### config.mk
export PLATFORM = sky130hd
export DESIGN_NAME = sokoban_move_ctrl
export DESIGN_NICKNAME = d
export VERILOG_FILES = /design/src/rtl/sokoban_move_ctrl.sv
export SDC_FILE = /design/constraint.sdc
export NUM_CORES = 1
export LEC_CHECK = 0
export ABC_AREA = 1
export BUFFER_PORTS_ARGS = -buffer_cell sky130_fd_sc_hd__clkbuf_2
export CAP_MARGIN = 20
export CELL_PAD_IN_SITES_DETAIL_PLACEMENT = 0
export CELL_PAD_IN_SITES_GLOBAL_PLACEMENT = 1
export CORE_UTILIZATION = 36
export CTS_CLUSTER_SIZE = 28
export DETAILED_ROUTE_END_ITERATION = 8
export PLACE_DENSITY_LB_ADDON = 0.3
export REMOVE_ABC_BUFFERS = 1
export SYNTH_ARGS = -nofsm -noshare
export SYNTH_HDL_FRONTEND = slang
export SYNTH_SLANG_ARGS = --single-unit
### constraint.sdc
create_clock -name clk -period 5.95 [get_ports clk]
set_clock_uncertainty 0.15 [all_clocks]
set_input_delay 0.2975 -clock clk [delete_from_list [all_inputs] [get_ports clk]]
set_output_delay 0.2975 -clock clk [all_outputs]
set_load 0.03 [all_outputs]
### src/rtl/sokoban_move_ctrl.sv
// sokoban_move_ctrl: accepts one direction command at a time, decides whether
// it is a walk, a push or illegal, and applies legal moves to the 8x8 board
// only during vertical blank so the renderer never sees a half-updated board.
//
// state   | meaning
// --------+-----------------------------------------------------------
// IDLE    | ready for a direction command (unless solved or loading)
// CHECK   | one cycle: evaluate walk / push legality of captured dir
// WAIT_VB | legal move pending, holding until vblank is high
// COMMIT  | one cycle: board, steps and win update on the exit edge
module sokoban_move_ctrl #(
  parameter int STEP_W = 10
) (
  input  logic              clk,
  input  logic              rst,
  input  logic              load,
  input  logic [5:0]        lvl_man,
  input  logic [63:0]       lvl_box,
  input  logic [63:0]       lvl_wall,
  input  logic [63:0]       lvl_way,
  input  logic [63:0]       lvl_dst,
  input  logic              dir_valid,
  input  logic [1:0]        dir,
  output logic              dir_ready,
  input  logic              vblank,
  output logic [5:0]        man,
  output logic [63:0]       box,
  output logic [63:0]       wall,
  output logic [63:0]       way,
  output logic [63:0]       destination,
  output logic [STEP_W-1:0] steps,
  output logic              win,
  output logic              busy
);

  typedef enum logic [1:0] {IDLE, CHECK, WAIT_VB, COMMIT} state_t;

  state_t      state, state_nxt;
  logic [1:0]  dir_q;
  logic [5:0]  pend_man;
  logic [63:0] pend_box;

  logic [5:0]  t1, t2;
  logic        t1_off, t2_off;
  logic        t1_free, t2_free;
  logic        legal_walk, legal_push, legal;
  logic [63:0] push_box;
  logic        win_commit;
  logic        accept;

  // True when a move in direction d from cell c would leave the board.
  function automatic logic edge_blocked(input logic [5:0] c, input logic [1:0] d);
    case (d)
      2'd0:    edge_blocked = (c[5:3] == 3'd0);
      2'd1:    edge_blocked = (c[5:3] == 3'd7);
      2'd2:    edge_blocked = (c[2:0] == 3'd0);
      default: edge_blocked = (c[2:0] == 3'd7);
    endcase
  endfunction

  // Neighbouring cell index; only meaningful when edge_blocked is false.
  function automatic logic [5:0] step_cell(input logic [5:0] c, input logic [1:0] d);
    case (d)
      2'd0:    step_cell = c - 6'd8;
      2'd1:    step_cell = c + 6'd8;
      2'd2:    step_cell = c - 6'd1;
      default: step_cell = c + 6'd1;
    endcase
  endfunction

  // Target cells and their occupancy; t2 inherits off-board from t1.
  assign t1      = step_cell(man, dir_q);
  assign t2      = step_cell(t1, dir_q);
  assign t1_off  = edge_blocked(man, dir_q);
  assign t2_off  = t1_off | edge_blocked(t1, dir_q);
  assign t1_free = ~t1_off & ~wall[t1] & (way[t1] | destination[t1]) & ~box[t1];
  assign t2_free = ~t2_off & ~wall[t2] & (way[t2] | destination[t2]) & ~box[t2];

  assign legal_walk = t1_free;
  assign legal_push = ~t1_off & box[t1] & t2_free;
  assign legal      = legal_walk | legal_push;
  assign push_box   = (box & ~(64'd1 << t1)) | (64'd1 << t2);
  assign win_commit = (pend_box != 64'd0) && ((pend_box & ~destination) == 64'd0);

  assign dir_ready = (state == IDLE) & ~win & ~load;
  assign busy      = (state != IDLE);
  assign accept    = dir_valid & dir_ready;

  // State register; reset outranks load, load forces IDLE from anywhere.
  always_ff @(posedge clk) begin
    if (rst)
      state <= IDLE;
    else if (load)
      state <= IDLE;
    else
      state <= state_nxt;
  end

  // Next-state logic.
  always_comb begin
    state_nxt = state;
    case (state)
      IDLE:    if (accept) state_nxt = CHECK;
      CHECK:   state_nxt = legal ? WAIT_VB : IDLE;
      WAIT_VB: if (vblank) state_nxt = COMMIT;
      COMMIT:  state_nxt = IDLE;
      default: state_nxt = IDLE;
    endcase
  end

  // Board, pending move, step counter and win flag.
  always_ff @(posedge clk) begin
    if (rst) begin
      man         <= '0;
      box         <= '0;
      wall        <= '0;
      way         <= '0;
      destination <= '0;
      steps       <= '0;
      win         <= 1'b0;
      dir_q       <= '0;
      pend_man    <= '0;
      pend_box    <= '0;
    end else if (load) begin
      man         <= lvl_man;
      box         <= lvl_box;
      wall        <= lvl_wall;
      way         <= lvl_way;
      destination <= lvl_dst;
      steps       <= '0;
      win         <= 1'b0;
      pend_man    <= '0;
      pend_box    <= '0;
    end else begin
      if (state == IDLE && accept)
        dir_q <= dir;
      if (state == CHECK && legal) begin
        pend_man <= t1;
        pend_box <= legal_push ? push_box : box;
      end
      if (state == COMMIT) begin
        man <= pend_man;
        box <= pend_box;
        if (steps != {STEP_W{1'b1}})
          steps <= steps + STEP_W'(1);
        win <= win_commit;
      end
    end
  end

endmodule

==> impl_metrics.json, run 1 <==
{
  "status": "complete, no violations",
  "async_reset_ff_frac": 0,
  "grt_first_pass_wirelength_um": 157000,
  "critPathMostFrequentCell": "nand2_1",
  "grtUsageTotal": 0.345,
  "synth_area_um2": 20700,
  "detail_route.wl_per_cell_um": 21.5,
  "htree_num_levels": 2,
  "firstDrtPassIters": 6,
  "crit-reg2reg-launch": "dir_q[1]",
  "first_global_vias": 24530,
  "yosys_warnings": 0,
  "final.period_utilization": 0.930,
  "rsz0062_at_grt": "false",
  "synth_edf_count": 0,
  "critPathMaxStageDelay_ps": 580,
  "post-cts-setup-buffers": 0,
  "seqPwrFrac": 0.343,
  "cts_tree": "built",
  "final_cell_area_um2": 27800,
  "p_switching_mw": 2.98,
  "clk_pin_slew_worst_paths_ps": 60,
  "placed_cell_area_um2": 23800,
  "synth_top_area_frac": 0.335,
  "fin_nets": 4361,
  "dieArea_um2": 58500,
  "reg2reg_depth": 34,
  "boundaryPins": 544,
  "r2r_end": "pend_box[14]",
  "slowest_stage": "dfxtp_1",
  "die_w_um": 242,
  "critPathMaxFanout": 32,
  "grt_start_max_net_pins": 162,
  "final-setup-viol-count": 0,
  "gp_congestion": 0.965,
  "reg2reg_slack_ps": 410,
  "yosysTopAreaCell": "dfxtp_1",
  "hold_depth": 3,
  "vias": 26290,
  "ir_drop_mv": 0.197,
  "drt_iter0_drc": 2852,
  "rows": 87,
  "pwr-share-comb": 0.315,
  "holdCritPathClass": "in -> reg",
  "clk_path_buf_depth": 3,
  "cp.required_ps": 6290,
  "ys_types": 43,
  "netSwitchingFraction": 0.388,
  "vias_per_cell": 5.40,
  "fmax_ghz": 0.181,
  "critPathTopFamily": "simple AND/OR/NAND/NOR gates",
  "ys.flop_type": "dfxtp_1",
  "synth_most_common_cell": "nand2_1",
  "worst_pin_slew_ps": 1020,
  "cellLeakagePower_nw": 13.1,
  "crit_buf_inv": 7,
  "slew_viol_final": 0,
  "core_um2": 56600,
  "hpwl_um": 72300,
  "yosys-top-cells-area": "dfxtp_1, nand2_1, nand3_1",
  "drt_wl_total_um": 105000,
  "final_hold_viol_count": 0,
  "period_minus_slack_ps": 5540,
  "cap_violations": 0,
  "grt_overflow": 0,
  "areaGrowthSynthToFinish_pct": 34.2,
  "clk-insertion-delay-late_ps": 590,
  "layout-drive-gt1-share": 0.172,
  "slew_headroom": 0.315,
  "cts_root_buf": "clkbuf_16",
  "hold_end": "way[28]",
  "setup.worst_path.start_class": "register",
  "worst_ep_arrival_time_ps": 5870,
  "avgSynthCellArea_um2": 6.06,
  "cts_buffers": 43,
  "min-delay-start": "lvl_way[28]",
  "syn_inst": 3419,
  "fin_util": 0.491,
  "criticalPathCategory": "reg -> reg",
  "n_antenna_cell": 0,
  "synth_seq_area_share": 0.335,
  "cp-end-kind": "register",
  "antenna_found_initial": 1,
  "drc": 0,
  "p_clk_frac": 0.342,
  "ys_seq_elements": 347,
  "p_per_area_nw_per_um2": 276,
  "p_int_mw": 4.70,
  "start_util": 0.366,
  "final_antenna_net_count": 0,
  "cts_sinks": 347,
  "portBuffers": 543,
  "synth_common_cells": "nand2_1, nor2_1, dfxtp_1, nand3_1, o21ai_0",
  "die_h_um": 242
}
how the worst max path moves through the flow:
stage / cells past startpoint / startpoint / slack, ps / endpoint
2_1_floorplan: 23 / man[0] / -4380 / pend_man[0]
4_1_cts: 34 / dir_q[1] / 350 / pend_box[37]
3_3_place_gp: 34 / dir_q[1] / 420 / pend_box[55]
5_1_grt: 35 / dir_q[1] / 60 / pend_box[13]
3_5_place_dp: 34 / dir_q[1] / 350 / pend_box[37]
6_report: 34 / dir_q[1] / 410 / pend_box[14]
cells in the final DEF (no fill, tap or decap), types with 11 or more instances in the layout:
master and n:
a21oi_1 224, a31oi_1 34, buf_4 45, clkbuf_1 16, clkbuf_16 43, clkbuf_2 541
dfxtp_1 346, dlygate4sd3_1 267, inv_1 252, inv_2 13, nand2_1 995, nand2_2 11
nand3_1 311, nand4_1 36, nor2_1 382, nor3_1 73, nor4_1 15, o211ai_1 13
o21ai_0 278, o21ai_1 22, o22ai_1 104
layout make-up:
cell class                 instances  area, um2
fill                            5965      28800
multi-input combinational       2560      11700
clock inverter                    12        139
tap                              756        946
timing repair buffer             862       5870
inverter                         270       1030
sequential                       347       6950
clock buffer                      65       1220
timing repair:
action,CTS,global route
endpoints found under the setup margin,0,57
resized for setup,0,3
endpoints found under the hold margin,264,0
hold buffers,267,0
power by group through the flow:
stage	clock network, mW	logic (mW)	registers [mW]
floorplan	0	1.08	2.85
global placement	0	2.22	2.68
detailed placement	0	2.21	2.68
CTS	2.66	2.36	2.63
global route	2.76	2.58	2.64
finish	2.62	2.42	2.63
cells by family after synthesis:
kind of cell | after synthesis | share of synthesized area
adder cells (fa/ha/maj) | 8 | 0.00556
AO/OA/AOI/OAI | 692 | 0.180
buffers and inverters | 512 | 0.104
AND/OR/NAND/NOR | 1856 | 0.374
flip-flops | 347 | 0.335
XOR/XNOR | 4 | 0.00169
worst min-delay path: cells and delay by family:
| kind | cells | cell delay (ps) |
|---|---|---|
| buffers and inverters | 1 | 80 |
| AOI/OAI and AO/OA | 2 | 330 |
routing by layer:
| metal | wire (um) | share of wire | global-route usage |
|---|---|---|---|
| met1 | 44700 | 0.43 | 0.458 |
| met2 | 47800 | 0.46 | 0.563 |
| met3 | 8200 | 0.078 | 0.0573 |
| met4 | 3910 | 0.037 | 0.124 |
| met5 | 10 | 0.000096 | 0 |
state kept, by name, summed over array words and instances (netlist names), named ones only:
register     cells
box             64
destination     64
dir_q            2
man              6
pend_box        64
pend_man         6
state            1
steps           10
wall            64
way             64
win              1
metrics by stage:
step	power [mW]	hold WS [ps]	TNS (ps)	std cells	worst slack, ps
global route	7.98	53.3	0	4872	57.2
finish	7.68	26.0	0	4872	414
floorplan	3.92	217	-308990	3177	-4380
detailed placement	4.89	320	0	4528	354
CTS	7.65	1.26	0	4872	354
global placement	4.89	324	0	4528	423
Note: power is estimated with default switching activity, not from simulation.
==> inputs of run 2 (changes only) <==
--- a/config.mk
+++ b/config.mk
@@ -10,9 +10,11 @@
 export CAP_MARGIN = 20
 export CELL_PAD_IN_SITES_DETAIL_PLACEMENT = 0
 export CELL_PAD_IN_SITES_GLOBAL_PLACEMENT = 1
+export CORE_ASPECT_RATIO = 1.75
 export CORE_UTILIZATION = 36
 export CTS_CLUSTER_SIZE = 28
 export DETAILED_ROUTE_END_ITERATION = 8
+export HOLD_SLACK_MARGIN = 0.12
 export PLACE_DENSITY_LB_ADDON = 0.3
 export REMOVE_ABC_BUFFERS = 1
 export SYNTH_ARGS = -nofsm -noshare
==> impl_metrics.json, run 2 (same netlist as run 1, synthesis figures left out) <==
{
  "detail_route.wl_per_cell_um": 21.5,
  "final_antenna_net_count": 0,
  "die_w_um": 183,
  "dp.cells": 4546,
  "post-cts-setup-buffers": 0,
  "dieArea_um2": 58600,
  "htree_num_levels": 2,
  "areaGrowthSynthToFinish_pct": 35.1,
  "clk-insertion-delay-late_ps": 580,
  "critPathMaxFanout": 75,
  "placed_cell_area_um2": 23800,
  "drt_wl_total_um": 105000,
  "reg2reg_depth": 35,
  "first_global_vias": 25530,
  "critPathMaxStageDelay_ps": 440,
  "final_cell_area_um2": 28000,
  "cts_hold_buf": 287,
  "cts_root_buf": "clkbuf_16",
  "cellLeakagePower_nw": 13.2,
  "wl_met1_um": 39800,
  "final.period_utilization": 0.911,
  "cts_resized": 0,
  "fin_nets": 4382,
  "cp-end-kind": "register",
  "grt_overflow": 0,
  "drt_iter0_drc": 1921,
  "grt_first_pass_wirelength_um": 156000,
  "clk_pin_slew_worst_paths_ps": 70,
  "cp.required_ps": 6260,
  "highest_layer": "met4",
  "holdCritPathClass": "in -> reg",
  "worst_slack_ps": 529,
  "hold_depth": 3,
  "final-setup-viol-count": 0,
  "boundaryPins": 544,
  "slowest_stage": "inv_2",
  "drc": 0,
  "final_common_cell": "nand2_1",
  "firstDrtPassIters": 6,
  "worst_ep_arrival_time_ps": 5730,
  "vias": 26370,
  "fin_util": 0.491,
  "cts_tree": "built",
  "cts_buffers": 37,
  "final_hold_viol_count": 0,
  "post-place-ws_ps": 607,
  "most-common-layout-cells": "nand2_1, clkbuf_2, nor2_1, dfxtp_1, nand3_1",
  "met3_length_um": 6260,
  "rsz0062_at_grt": "false",
  "setup.worst_path.start_class": "register",
  "criticalPathCategory": "reg -> reg",
  "p_per_area_nw_per_um2": 272,
  "nFillCells": 6057,
  "tns_ps": 0,
  "slew_headroom": 0.196,
  "antenna_found_initial": 0,
  "core_um2": 57000,
  "rows": 116,
  "status": "complete, no violations",
  "gp_congestion": 0.961,
  "finalNonFillerCells": 4896,
  "cts_sinks": 347,
  "grtUsageTotal": 0.350,
  "portBuffers": 543,
  "dr_wl_met2_um": 52500,
  "fmax_ghz": 0.184,
  "vias_per_cell": 5.39,
  "period_minus_slack_ps": 5420,
  "critPathMostFrequentCell": "nand2_1",
  "ir_drop_mv": 0.208,
  "grt_start_max_net_pins": 163,
  "die_h_um": 319,
  "layout-drive-gt1-share": 0.172,
  "start_util": 0.363,
  "n_antenna_cell": 0,
  "clk_path_buf_depth": 3,
  "slew_viol_final": 0,
  "worst_pin_slew_ps": 1200,
  "hpwl_um": 73100,
  "cap_violations": 0
}
==> run 2: final cells by class <==
| cell class | count | area (um2) | area share |
|---|---|---|---|
| Sequential cell | 347 | 6950 | 0.248 |
| Clock buffer | 52 | 1070 | 0.0383 |
| Timing Repair Buffer | 889 | 6110 | 0.218 |
| Inverter | 270 | 1030 | 0.0368 |
| Clock inverter | 11 | 206 | 0.00737 |
| Multi-Input combinational cell | 2560 | 11700 | 0.416 |
| Tap cell | 767 | 960 | 0.0343 |
==> run 2: routing by layer <==
layer / track usage / up-vias
met3: 0.0483 / 307
met1: 0.391 / 12309
met2: 0.622 / 1136
met4: 0.214 / 0
met5: 0 / -
li1: - / 12618
==> run 2: report_power, final <==
| group | total [mW] | switching, mW | internal (mW) | leakage (nW) |
|---|---|---|---|---|
| sequential | 2.63 | 0.176 | 2.45 | 2.86 |
| clock | 2.53 | 1.05 | 1.48 | 0.628 |
| combinational | 2.45 | 1.72 | 0.732 | 9.71 |
| total | 7.61 | 2.95 | 4.66 | 13.2 |
==> run 2: path summary, 6_finish.rpt <==
kind	startpoint	end	slack, ps
setup / recovery	dir_q[0]	pend_box[5]	530
hold / removal	rst	box[28]	150
setup reg to reg	dir_q[0]	pend_box[5]	530
hold reg to reg	wall[45]	wall[45]	340
==> run 2: stage by stage <==
step	hold WS (ps)	power [mW]
CTS	160	7.61
floorplan	217	3.92
detailed placement	330	4.92
global placement	325	4.92
global route	191	7.91
finish	153	7.61
==> run 2: critical path: cells and delay by family (launching register included) <==
kind	cells	cell delay, ps
adder cells (fa/ha/maj)	2	590
buffers and inverters	8	1090
flip-flops	1	410
AND/OR/NAND/NOR	25	2950
==> inputs of run 3 (changes only) <==
--- a/config.mk
+++ b/config.mk
@@ -11,7 +11,7 @@
 export CELL_PAD_IN_SITES_DETAIL_PLACEMENT = 0
 export CELL_PAD_IN_SITES_GLOBAL_PLACEMENT = 1
 export CORE_ASPECT_RATIO = 1.75
-export CORE_UTILIZATION = 36
+export CORE_UTILIZATION = 35
 export CTS_CLUSTER_SIZE = 28
 export DETAILED_ROUTE_END_ITERATION = 8
 export HOLD_SLACK_MARGIN = 0.12
==> impl_metrics.json, run 3 (same netlist as run 1, synthesis figures left out) <==
{
  "cp.required_ps": 6300,
  "grt_most_used_layer": "met2",
  "slew_headroom": 0.162,
  "status": "complete, no violations",
  "cellLeakagePower_nw": 13.3,
  "drc": 0,
  "firstDrtPassIters": 7,
  "hpwl_um": 75800,
  "final_antenna_net_count": 0,
  "grtUsageTotal": 0.347,
  "ir_drop_mv": 0.230,
  "hold_depth": 3,
  "p_switching_mw": 2.95,
  "reg2reg_slack_ps": 580,
  "worst_ep_arrival_time_ps": 5710,
  "cts_resized": 0,
  "cp-end-kind": "register",
  "cts_tree": "built",
  "critPathMaxFanout": 64,
  "n_antenna_cell": 0,
  "fin_nets": 4400,
  "final_cell_area_um2": 28200,
  "grt_start_max_net_pins": 185,
  "die_h_um": 324,
  "antenna_found_initial": 0,
  "final_common_cell": "nand2_1",
  "gr-usage-met3": 0.0459,
  "vias_per_cell": 5.38,
  "placed_cell_area_um2": 23900,
  "critPathMostFrequentCell": "nand2_1",
  "post-cts-setup-buffers": 0,
  "startpoint": "dir_q[0]",
  "hold_end": "man[3]",
  "fmax_ghz": 0.186,
  "period_minus_slack_ps": 5370,
  "worst_slack_ps": 585,
  "min-delay-start": "rst",
  "setup.worst_path.start_class": "register",
  "hold_ws_ps": 129,
  "crit-reg2reg-launch": "dir_q[0]",
  "die_w_um": 186,
  "r2r_end": "pend_box[1]",
  "met2_usage": 0.624,
  "drt_wl_total_um": 107000,
  "use_met1": 0.389,
  "clk_path_buf_depth": 3,
  "final.period_utilization": 0.902,
  "slew_viol_final": 0,
  "rows": 117,
  "cts_buffers": 37,
  "vias": 26488,
  "slowest_stage": "buf_4",
  "seqPwrFrac": 0.341,
  "areaGrowthSynthToFinish_pct": 36.1,
  "layout-drive-gt1-share": 0.173,
  "cts_root_buf": "clkbuf_16",
  "netSwitchingFraction": 0.383,
  "holdCritPathClass": "in -> reg",
  "tns_ps": 0,
  "worst_pin_slew_ps": 1250,
  "p_int_mw": 4.74,
  "start_util": 0.355,
  "critPathMaxStageDelay_ps": 590,
  "dieArea_um2": 60200,
  "drt_iter0_drc": 1947,
  "final_hold_viol_count": 0,
  "most-common-layout-cells": "nand2_1, clkbuf_2, nor2_1, dfxtp_1, nand3_1",
  "grt_first_pass_wirelength_um": 157000,
  "clk-insertion-delay-late_ps": 570,
  "post-place-ws_ps": 674,
  "clk_pin_slew_worst_paths_ps": 60,
  "reg2reg_depth": 34,
  "first_global_vias": 25401,
  "core_um2": 58400,
  "portBuffers": 543,
  "p_per_area_nw_per_um2": 273,
  "critPathTopFamily": "simple AND/OR/NAND/NOR gates",
  "gp_congestion": 0.954,
  "final-setup-viol-count": 0,
  "pwr-share-comb": 0.321,
  "boundaryPins": 544,
  "grt_overflow": 0,
  "cts_sinks": 347,
  "rsz0062_at_grt": "false",
  "fin_util": 0.483,
  "crit_buf_inv": 8,
  "cap_violations": 0,
  "criticalPathCategory": "reg -> reg",
  "htree_num_levels": 2,
  "detail_route.wl_per_cell_um": 21.8,
  "p_clk_frac": 0.338
}
==> run 3: layout make-up <==
class	instances	area, um2
repair buffers	907	6280
flip-flops and latches	347	6950
clock buffers	55	1120
fillers	6381	30200
multi-input cells	2560	11700
well taps	773	967
clock inverters	9	199
inverters	270	1030
==> run 3: power by group through the flow <==
stage | clock (mW) | sequential [mW] | combinational (mW)
6_report | 2.60 | 2.63 | 2.47
5_1_grt | 2.73 | 2.64 | 2.63
3_5_place_dp | 0 | 2.67 | 2.25
4_1_cts | 2.64 | 2.62 | 2.42
3_3_place_gp | 0 | 2.67 | 2.25
2_1_floorplan | 0 | 2.85 | 1.08
==> run 3: per-layer routing <==
metal	part of all wire	wire length, um
met1	0.38	40700
met2	0.50	53600
met3	0.062	6660
met4	0.060	6420
met5	0	0
==> run 3: repair_timing <==
item                       4_1_cts  5_1_grt
setup endpoints to repair        0        0
hold buffers                   300        0
hold endpoints to repair       265        0
==> run 3: tightest hold or removal path, delay by kind of cell <==
kind,cells,cell delay (ps)
buffers and inverters,2,310
AOI/OAI and AO/OA,1,170
==> run 3: stage by stage <==
| step | power, mW | std cells |
|---|---|---|
| after floorplan | 3.92 | 3177 |
| after global placement | 4.92 | 4556 |
| after detailed placement | 4.93 | 4557 |
| after CTS | 7.68 | 4921 |
| after global routing | 7.99 | 4921 |
| final | 7.69 | 4921 |
==> run 3: worst max-delay path by stage <==
stage | slack [ps] | endpoint | cells past startpoint
finish | 580 | pend_box[1] | 34
global placement | 740 | pend_box[29] | 35
global route | 220 | pend_box[40] | 35
detailed placement | 670 | pend_box[29] | 35
floorplan | -4380 | pend_man[0] | 23
CTS | 660 | pend_box[1] | 34
